<file path="config.mk">
export PLATFORM = sky130hd
export DESIGN_NAME = cmd_rx_ext
export DESIGN_NICKNAME = d
export VERILOG_FILES = /design/src/rtl/cmd_rx_ext_pkg.sv /design/src/rtl/cmd_rx_ext_crc8.sv /design/src/rtl/cmd_rx_ext.sv
export SDC_FILE = /design/constraint.sdc
export NUM_CORES = 1
export LEC_CHECK = 0
export ABC_AREA = 0
export CAP_MARGIN = 10
export CORE_MARGIN = 2
export CORE_UTILIZATION = 63
export CTS_CLUSTER_SIZE = 20
export DETAILED_ROUTE_END_ITERATION = 12
export DONT_BUFFER_PORTS = 1
export HOLD_SLACK_MARGIN = 0.03
export PLACE_DENSITY = 0.89
export SLEW_MARGIN = 10
export SYNTH_ARGS = -nofsm -noshare
export SYNTH_HDL_FRONTEND = slang
export SYNTH_HIERARCHICAL = 1
export SYNTH_SLANG_ARGS = --single-unit
</file>
<file path="constraint.sdc">
create_clock -name clk -period 4.92 [get_ports clk]
set_clock_uncertainty 0.2 [all_clocks]
set_input_delay 0.984 -clock clk [delete_from_list [all_inputs] [get_ports clk]]
set_output_delay 0.984 -clock clk [all_outputs]
set_load 0.1 [all_outputs]
</file>
<file path="src/rtl/cmd_rx_ext_pkg.sv">
// Shared definitions for the command receiver: op codes, FSM states and the
// mreq record with its byte-count-parametrised pack/unpack helpers.
package cmd_rx_ext_pkg;

  localparam logic [7:0] START_BYTE_DEF = 8'hA5;
  localparam logic [7:0] CRC8_POLY      = 8'h07;

  localparam logic [2:0] OP_MREAD  = 3'd1;
  localparam logic [2:0] OP_MWRITE = 3'd2;
  localparam logic [2:0] OP_STALL  = 3'd7;

  // Widest mreq: 4 control bits + 2 wcount bytes + 4 address bytes.
  localparam int MREQ_MAX_W = 52;

  typedef enum logic [2:0] {
    ST_IDLE,
    ST_OP,
    ST_WCNT,
    ST_ADDR,
    ST_CRC,
    ST_STALL
  } state_e;

  typedef struct packed {
    logic        wr;
    logic        aincr;
    logic [1:0]  wsize;
    logic [15:0] wcount;
    logic [31:0] addr;
  } mreq_t;

  function automatic logic [MREQ_MAX_W-1:0] mreq_pack(input mreq_t m,
                                                      input int wcnt_nbytes,
                                                      input int addr_nbytes);
    int aw;
    int cw;
    logic [MREQ_MAX_W-1:0] a;
    logic [MREQ_MAX_W-1:0] c;
    logic [MREQ_MAX_W-1:0] h;
    aw = 8 * addr_nbytes;
    cw = 8 * wcnt_nbytes;
    a  = MREQ_MAX_W'(m.addr) & ((MREQ_MAX_W'(1) << aw) - MREQ_MAX_W'(1));
    c  = (MREQ_MAX_W'(m.wcount) & ((MREQ_MAX_W'(1) << cw) - MREQ_MAX_W'(1))) << aw;
    h  = MREQ_MAX_W'({m.wr, m.aincr, m.wsize}) << (aw + cw);
    return a | c | h;
  endfunction

  function automatic mreq_t mreq_unpack(input logic [MREQ_MAX_W-1:0] v,
                                        input int wcnt_nbytes,
                                        input int addr_nbytes);
    int aw;
    int cw;
    logic [MREQ_MAX_W-1:0] h;
    mreq_t m;
    aw       = 8 * addr_nbytes;
    cw       = 8 * wcnt_nbytes;
    m.addr   = 32'(v & ((MREQ_MAX_W'(1) << aw) - MREQ_MAX_W'(1)));
    m.wcount = 16'((v >> aw) & ((MREQ_MAX_W'(1) << cw) - MREQ_MAX_W'(1)));
    h        = v >> (aw + cw);
    m.wsize  = h[1:0];
    m.aincr  = h[2];
    m.wr     = h[3];
    return m;
  endfunction

endpackage

</file>
<file path="src/rtl/cmd_rx_ext_crc8.sv">
// Combinational CRC-8 (poly 0x07, MSB first) update over one byte.
module crc8
  import cmd_rx_ext_pkg::*;
(
  input  logic [7:0] crc_i,
  input  logic [7:0] data_i,
  output logic [7:0] crc_o
);

  logic [7:0] c;

  always_comb begin
    c = crc_i ^ data_i;
    for (int i = 0; i < 8; i++) begin
      c = c[7] ? ((c << 1) ^ CRC8_POLY) : (c << 1);
    end
    crc_o = c;
  end

endmodule

</file>
<file path="src/rtl/cmd_rx_ext.sv">
// Byte-stream command receiver: parses START/OP/WCNT/ADDR/CRC packets and
// presents good memory requests through a single-entry valid/ready register.
module cmd_rx_ext
  import cmd_rx_ext_pkg::*;
#(
  parameter int         ADDR_NBYTES = 4,
  parameter int         WCNT_NBYTES = 1,
  parameter logic [7:0] START_BYTE  = START_BYTE_DEF,
  parameter int         TIMEOUT_CYC = 0,
  localparam int        MREQ_W      = 4 + 8 * WCNT_NBYTES + 8 * ADDR_NBYTES
) (
  input  logic              clk,
  input  logic              rst,
  input  logic [7:0]        i_rx_data,
  input  logic              i_rx_valid,
  output logic              o_rx_ready,
  output logic              o_err_crc,
  output logic              o_err_timeout,
  output logic [7:0]        o_err_count,
  output logic              o_mreq_valid,
  input  logic              i_mreq_ready,
  output logic [MREQ_W-1:0] o_mreq
);

  state_e state_q, state_d;
  logic [1:0]  cnt_q, cnt_d;
  logic [7:0]  crc_q, crc_d;
  logic [15:0] tmo_q, tmo_d;
  logic        err_crc_q, err_crc_d;
  logic        err_tmo_q, err_tmo_d;
  logic [7:0]  err_count_q, err_count_d;
  logic        mreq_valid_q, mreq_valid_d;
  logic [MREQ_W-1:0] mreq_q, mreq_d;
  logic [2:0]  op_q, op_d;
  logic        aincr_q, aincr_d;
  logic [1:0]  wsize_q, wsize_d;
  logic [15:0] wcount_q, wcount_d;
  logic [31:0] addr_q, addr_d;

  logic       rx_ready;
  logic       accept;
  logic       tmo_run;
  logic       load;
  logic [7:0] crc_in;
  logic [7:0] crc_next;
  mreq_t      fields;

  // The CRC byte may only land when the output slot is free or draining now.
  assign rx_ready = !((state_q == ST_CRC && mreq_valid_q && !i_mreq_ready) ||
                      state_q == ST_STALL);
  assign accept   = i_rx_valid && rx_ready;
  assign tmo_run  = (state_q == ST_OP) || (state_q == ST_WCNT) ||
                    (state_q == ST_ADDR) || (state_q == ST_CRC);
  assign crc_in   = (state_q == ST_IDLE) ? 8'h00 : crc_q;

  assign fields = '{wr: (op_q == OP_MWRITE), aincr: aincr_q, wsize: wsize_q,
                    wcount: wcount_q, addr: addr_q};

  crc8 u_crc8 (
    .crc_i  (crc_in),
    .data_i (i_rx_data),
    .crc_o  (crc_next)
  );

  always_comb begin
    // NOTE: every signal written here gets a default first; a path that leaves
    // one unassigned would infer a latch.
    state_d      = state_q;
    cnt_d        = cnt_q;
    crc_d        = crc_q;
    tmo_d        = tmo_q;
    op_d         = op_q;
    aincr_d      = aincr_q;
    wsize_d      = wsize_q;
    wcount_d     = wcount_q;
    addr_d       = addr_q;
    err_crc_d    = 1'b0;
    err_tmo_d    = 1'b0;
    load         = 1'b0;

    if (accept) begin
      tmo_d = '0;
    end else if (tmo_run && rx_ready) begin
      tmo_d = tmo_q + 16'd1;
    end

    case (state_q)
      ST_IDLE: begin
        if (accept && i_rx_data == START_BYTE) begin
          crc_d   = crc_next;
          state_d = ST_OP;
        end
      end
      ST_OP: begin
        if (accept) begin
          crc_d    = crc_next;
          op_d     = i_rx_data[2:0];
          aincr_d  = i_rx_data[3];
          wsize_d  = i_rx_data[5:4];
          wcount_d = '0;
          cnt_d    = '0;
          state_d  = ST_WCNT;
        end
      end
      ST_WCNT: begin
        if (accept) begin
          crc_d                       = crc_next;
          wcount_d[8*cnt_q[0] +: 8]   = i_rx_data;
          cnt_d                       = cnt_q + 2'd1;
          if (cnt_q == 2'(WCNT_NBYTES - 1)) begin
            cnt_d   = '0;
            addr_d  = '0;
            state_d = ST_ADDR;
          end
        end
      end
      ST_ADDR: begin
        if (accept) begin
          crc_d                = crc_next;
          addr_d[8*cnt_q +: 8] = i_rx_data;
          cnt_d                = cnt_q + 2'd1;
          if (cnt_q == 2'(ADDR_NBYTES - 1)) begin
            cnt_d   = '0;
            state_d = ST_CRC;
          end
        end
      end
      ST_CRC: begin
        if (accept) begin
          crc_d   = crc_next;
          state_d = ST_IDLE;
          if (crc_next != 8'h00) begin
            err_crc_d = 1'b1;
          end else if (op_q == OP_MREAD || op_q == OP_MWRITE) begin
            load = 1'b1;
          end else if (op_q == OP_STALL) begin
            state_d = ST_STALL;
          end
        end
      end
      ST_STALL: state_d = ST_STALL;
      default:  state_d = ST_IDLE;
    endcase

    if (TIMEOUT_CYC > 0 && tmo_run && rx_ready && !accept &&
        tmo_q == 16'(TIMEOUT_CYC - 1)) begin
      state_d   = ST_IDLE;
      tmo_d     = '0;
      err_tmo_d = 1'b1;
    end

    err_count_d = err_count_q;
    if ((err_crc_d || err_tmo_d) && err_count_q != 8'hFF) begin
      err_count_d = err_count_q + 8'd1;
    end

    mreq_d       = mreq_q;
    mreq_valid_d = mreq_valid_q;
    if (load) begin
      mreq_d       = MREQ_W'(mreq_pack(fields, WCNT_NBYTES, ADDR_NBYTES));
      mreq_valid_d = 1'b1;
    end else if (mreq_valid_q && i_mreq_ready) begin
      mreq_valid_d = 1'b0;
    end
  end

  // NOTE: state registers use non-blocking assignments so every flop samples
  // the pre-edge value of every other flop.
  always_ff @(posedge clk) begin
    if (rst) begin
      state_q      <= ST_IDLE;
      cnt_q        <= '0;
      crc_q        <= '0;
      tmo_q        <= '0;
      err_crc_q    <= 1'b0;
      err_tmo_q    <= 1'b0;
      err_count_q  <= '0;
      mreq_valid_q <= 1'b0;
    end else begin
      state_q      <= state_d;
      cnt_q        <= cnt_d;
      crc_q        <= crc_d;
      tmo_q        <= tmo_d;
      err_crc_q    <= err_crc_d;
      err_tmo_q    <= err_tmo_d;
      err_count_q  <= err_count_d;
      mreq_valid_q <= mreq_valid_d;
    end
  end

  // NOTE: payload registers carry no reset; they are only observed behind a
  // valid flag or after the FSM has rewritten them.
  always_ff @(posedge clk) begin
    op_q     <= op_d;
    aincr_q  <= aincr_d;
    wsize_q  <= wsize_d;
    wcount_q <= wcount_d;
    addr_q   <= addr_d;
    mreq_q   <= mreq_d;
  end

  assign o_rx_ready    = rx_ready;
  assign o_err_crc     = err_crc_q;
  assign o_err_timeout = err_tmo_q;
  assign o_err_count   = err_count_q;
  assign o_mreq_valid  = mreq_valid_q;
  assign o_mreq        = mreq_q;

endmodule

</file>
==> summary.txt <==
global-route wire length before repair - 18.7 mm
DR vias/cell - 6.46
Core ar. - 0.00777 mm2
Final min period - 4.37 ns
PostCTS Resize Cnt - 0
R2R Setup Slk - 0.55 ns
CTS root buf - clkbuf_8
Layout fillers - 486
# IOs - 68
Area Growth Syn to Fin - 13.7%
worst slack, placed - 0.586 ns
Reg clk slew, reported paths - 0.06 ns
syn_area_per_cell - 11.9 um2
Finish-stage setup viols - 0
EDFF count, synth - 90
Crit path required time - 4.85 ns
Synth Flop Type - edfxtp_1
Async SR Flop Fraction - 0%
pwr dens - 412 mW/mm2
Comb power frac - 2.2%
Net Sw Frac - 19.6%
Mapped Nets - 445
worst reg2reg path depth - 11
Routed wire per std cell - 22.0 um
Worst Path Max Fanout - 44
startpoint types - flop
Starting Density - 65.3%
Die Ht - 93.7 um
relative slew slack - 23.7%
yosys warns - 6
final WL - 11.9 mm
worst setup path category - reg -> reg
DPL Wire Length - 7.07 mm
Starting DRT DRC Count - 387
Vias - 3502
max-cap check violation count - 0
peak supply drop - 0.223 mV
top post-synthesis cells by count - edfxtp_1, a21oi_1, nor2_1
clk_lat worst skew - 0.51 ns
Worst Hold Class - reg -> reg
# diodes - 0
top-area cell type share of the netlist area - 53.3%
row count - 32
synth top area cells - edfxtp_1, dfxtp_1, nor2b_1
CTS Hold Bufs - 0
setup bufs post-CTS - 0
Setup Total Neg Slack - 0 ns
P_sw - 0.000466 W
Gate Count Post-Synth - 426
routability cong. - 0.840
gr ovfl total - 0
fmax - 0.229 GHz
crit end category - flop
Static Leak - 1.88 nW
most common cell in the synthesized netlist - edfxtp_1
1st-pass router iterations - 5
worst setup margin - 0.553 ns
largest net degree at the start of global routing - 45
Distinct cells, synth - 49
gr usage total - 28.5%
Pint - 0.00191 W
CTS max path bufs - 2
outcome - finished clean
DIE AREA - 0.00879 mm2
final worst path period share - 88.8%
Hold Path Stages - 0
initial antenna violation count - 0
Mapped Area - 0.00507 mm2
Reg power frac - 42.8%
register area share after synthesis - 62.4%
fin nets - 446
Slew Limit Fails - 0
DRC - 0
post-route ant nets - 0
worst-margin pin slew - 1.14 ns
clock share of power - 55.0%
Inserted Clock Buffers - 17
Num Clock Sinks - 113
vias in the first global route - 3530
unrepaired setup endpoints after global routing - no
Final Hold Violating Endpoints - 0
CP arrival - 4.30 ns
share of cells above drive strength 1 - 10.9%
CTS tree - done
Clock H-tree levels - 4
die width - 93.7 um
port bufs - 0
FF+latch count, synth - 113
largest area contributor in the netlist - edfxtp_1
## worst paths after layout
kind	from	to
setup / recovery	state_q[0]$_SDFFE_PP0P_	o_mreq[40]$_DFFE_PP_
hold / removal	wsize_q[1]$_DFFE_PP_	o_mreq[41]$_DFFE_PP_
hold reg to reg	wsize_q[1]$_DFFE_PP_	o_mreq[41]$_DFFE_PP_
setup reg to reg	state_q[0]$_SDFFE_PP0P_	o_mreq[40]$_DFFE_PP_
## sequential cells by signal, indices dropped and copies added, names as in the netlist
register      count
o_mreq           44
addr_q           32
crc_q             8
o_err_count       8
wcount_q          8
op_q              3
state_q           3
cnt_q             2
wsize_q           2
aincr_q           1
o_err_crc         1
o_mreq_valid      1
## cells in the final DEF, fill, tap and decap left out, types with 3 or more instances in the layout
cell type / instances
clkinvlp_4: 3
nand2b_1: 10
nor4_1: 7
xor2_1: 5
ha_1: 7
nor2_1: 49
nand2_1: 5
xnor2_1: 14
edfxtp_1: 90
mux2_2: 4
buf_4: 4
dfxtp_1: 23
or4_1: 3
nand3_1: 16
nor3_1: 4
nand4_1: 10
inv_1: 8
clkbuf_16: 16
a21oi_1: 57
bufinv_16: 5
o31ai_1: 10
nor2b_1: 47
## cell families (layout without fill, tap and decap cells)
| logic type | count (synthesis) | count (layout) | share of synthesized area [%] |
|---|---|---|---|
| simple gates | 166 | 166 | 18.2 |
| flops | 113 | 113 | 62.4 |
| compound gates | 80 | 80 | 9.00 |
| buf+inv | 30 | 44 | 2.57 |
| xor+xnor | 22 | 22 | 4.54 |
| fa+ha+maj | 7 | 7 | 1.73 |
| mux | 7 | 7 | 1.53 |
| other cells | 1 | 1 | 0.0739 |
## critical path: stages, from the launching register on
cell     delay [ns]
dfxtp_1        0.50
nor3_2         0.59
nor2b_1        0.16
xor2_2         0.29
xnor3_2        0.51
xnor2_1        0.16
or4_1          0.60
nor2_1         0.14
buf_4          0.18
nand3_1        0.10
inv_1          0.08
buf_4          0.45
## metal layers
metal,track usage (%),up-vias,wire (um)
li1,-,1556,-
met1,34.6,1698,4550
met2,48.3,210,6170
met3,7.70,38,922
met4,11.7,0,272
met5,0,-,0
## through the flow
stage	area, um2	util [%]	power [W]	std cells	hold slack, ns
CTS	5770	74.2	0.00238	542	0.228
global route	5770	74.2	0.00243	542	0.229
floorplan	5070	-	0.00109	426	0.200
global placement	5140	66.1	0.00109	510	0.203
detailed placement	5140	66.1	0.00109	510	0.211
finish	5770	74.2	0.00238	542	0.225
## cell type report
class | instances | area, um2 | area share [%]
flip-flops and latches | 113 | 3160 | 54.8
repair buffers | 4 | 30.0 | 0.521
inverters | 8 | 30.0 | 0.521
clock inverters | 14 | 213 | 3.69
clock buffers | 18 | 418 | 7.25
well taps | 102 | 128 | 2.21
multi-input cells | 283 | 1790 | 31.0
## power groups by stage
stage	sequential (W)	clock [W]	combinational, W
final	0.00102	0.00131	0.0000519
after global routing	0.00102	0.00136	0.0000559
after CTS	0.00102	0.00131	0.0000508
after detailed placement	0.00104	0	0.0000498
after global placement	0.00104	0	0.0000487
after floorplan	0.00104	0	0.0000472
Note: power is estimated with default switching activity, not from simulation.
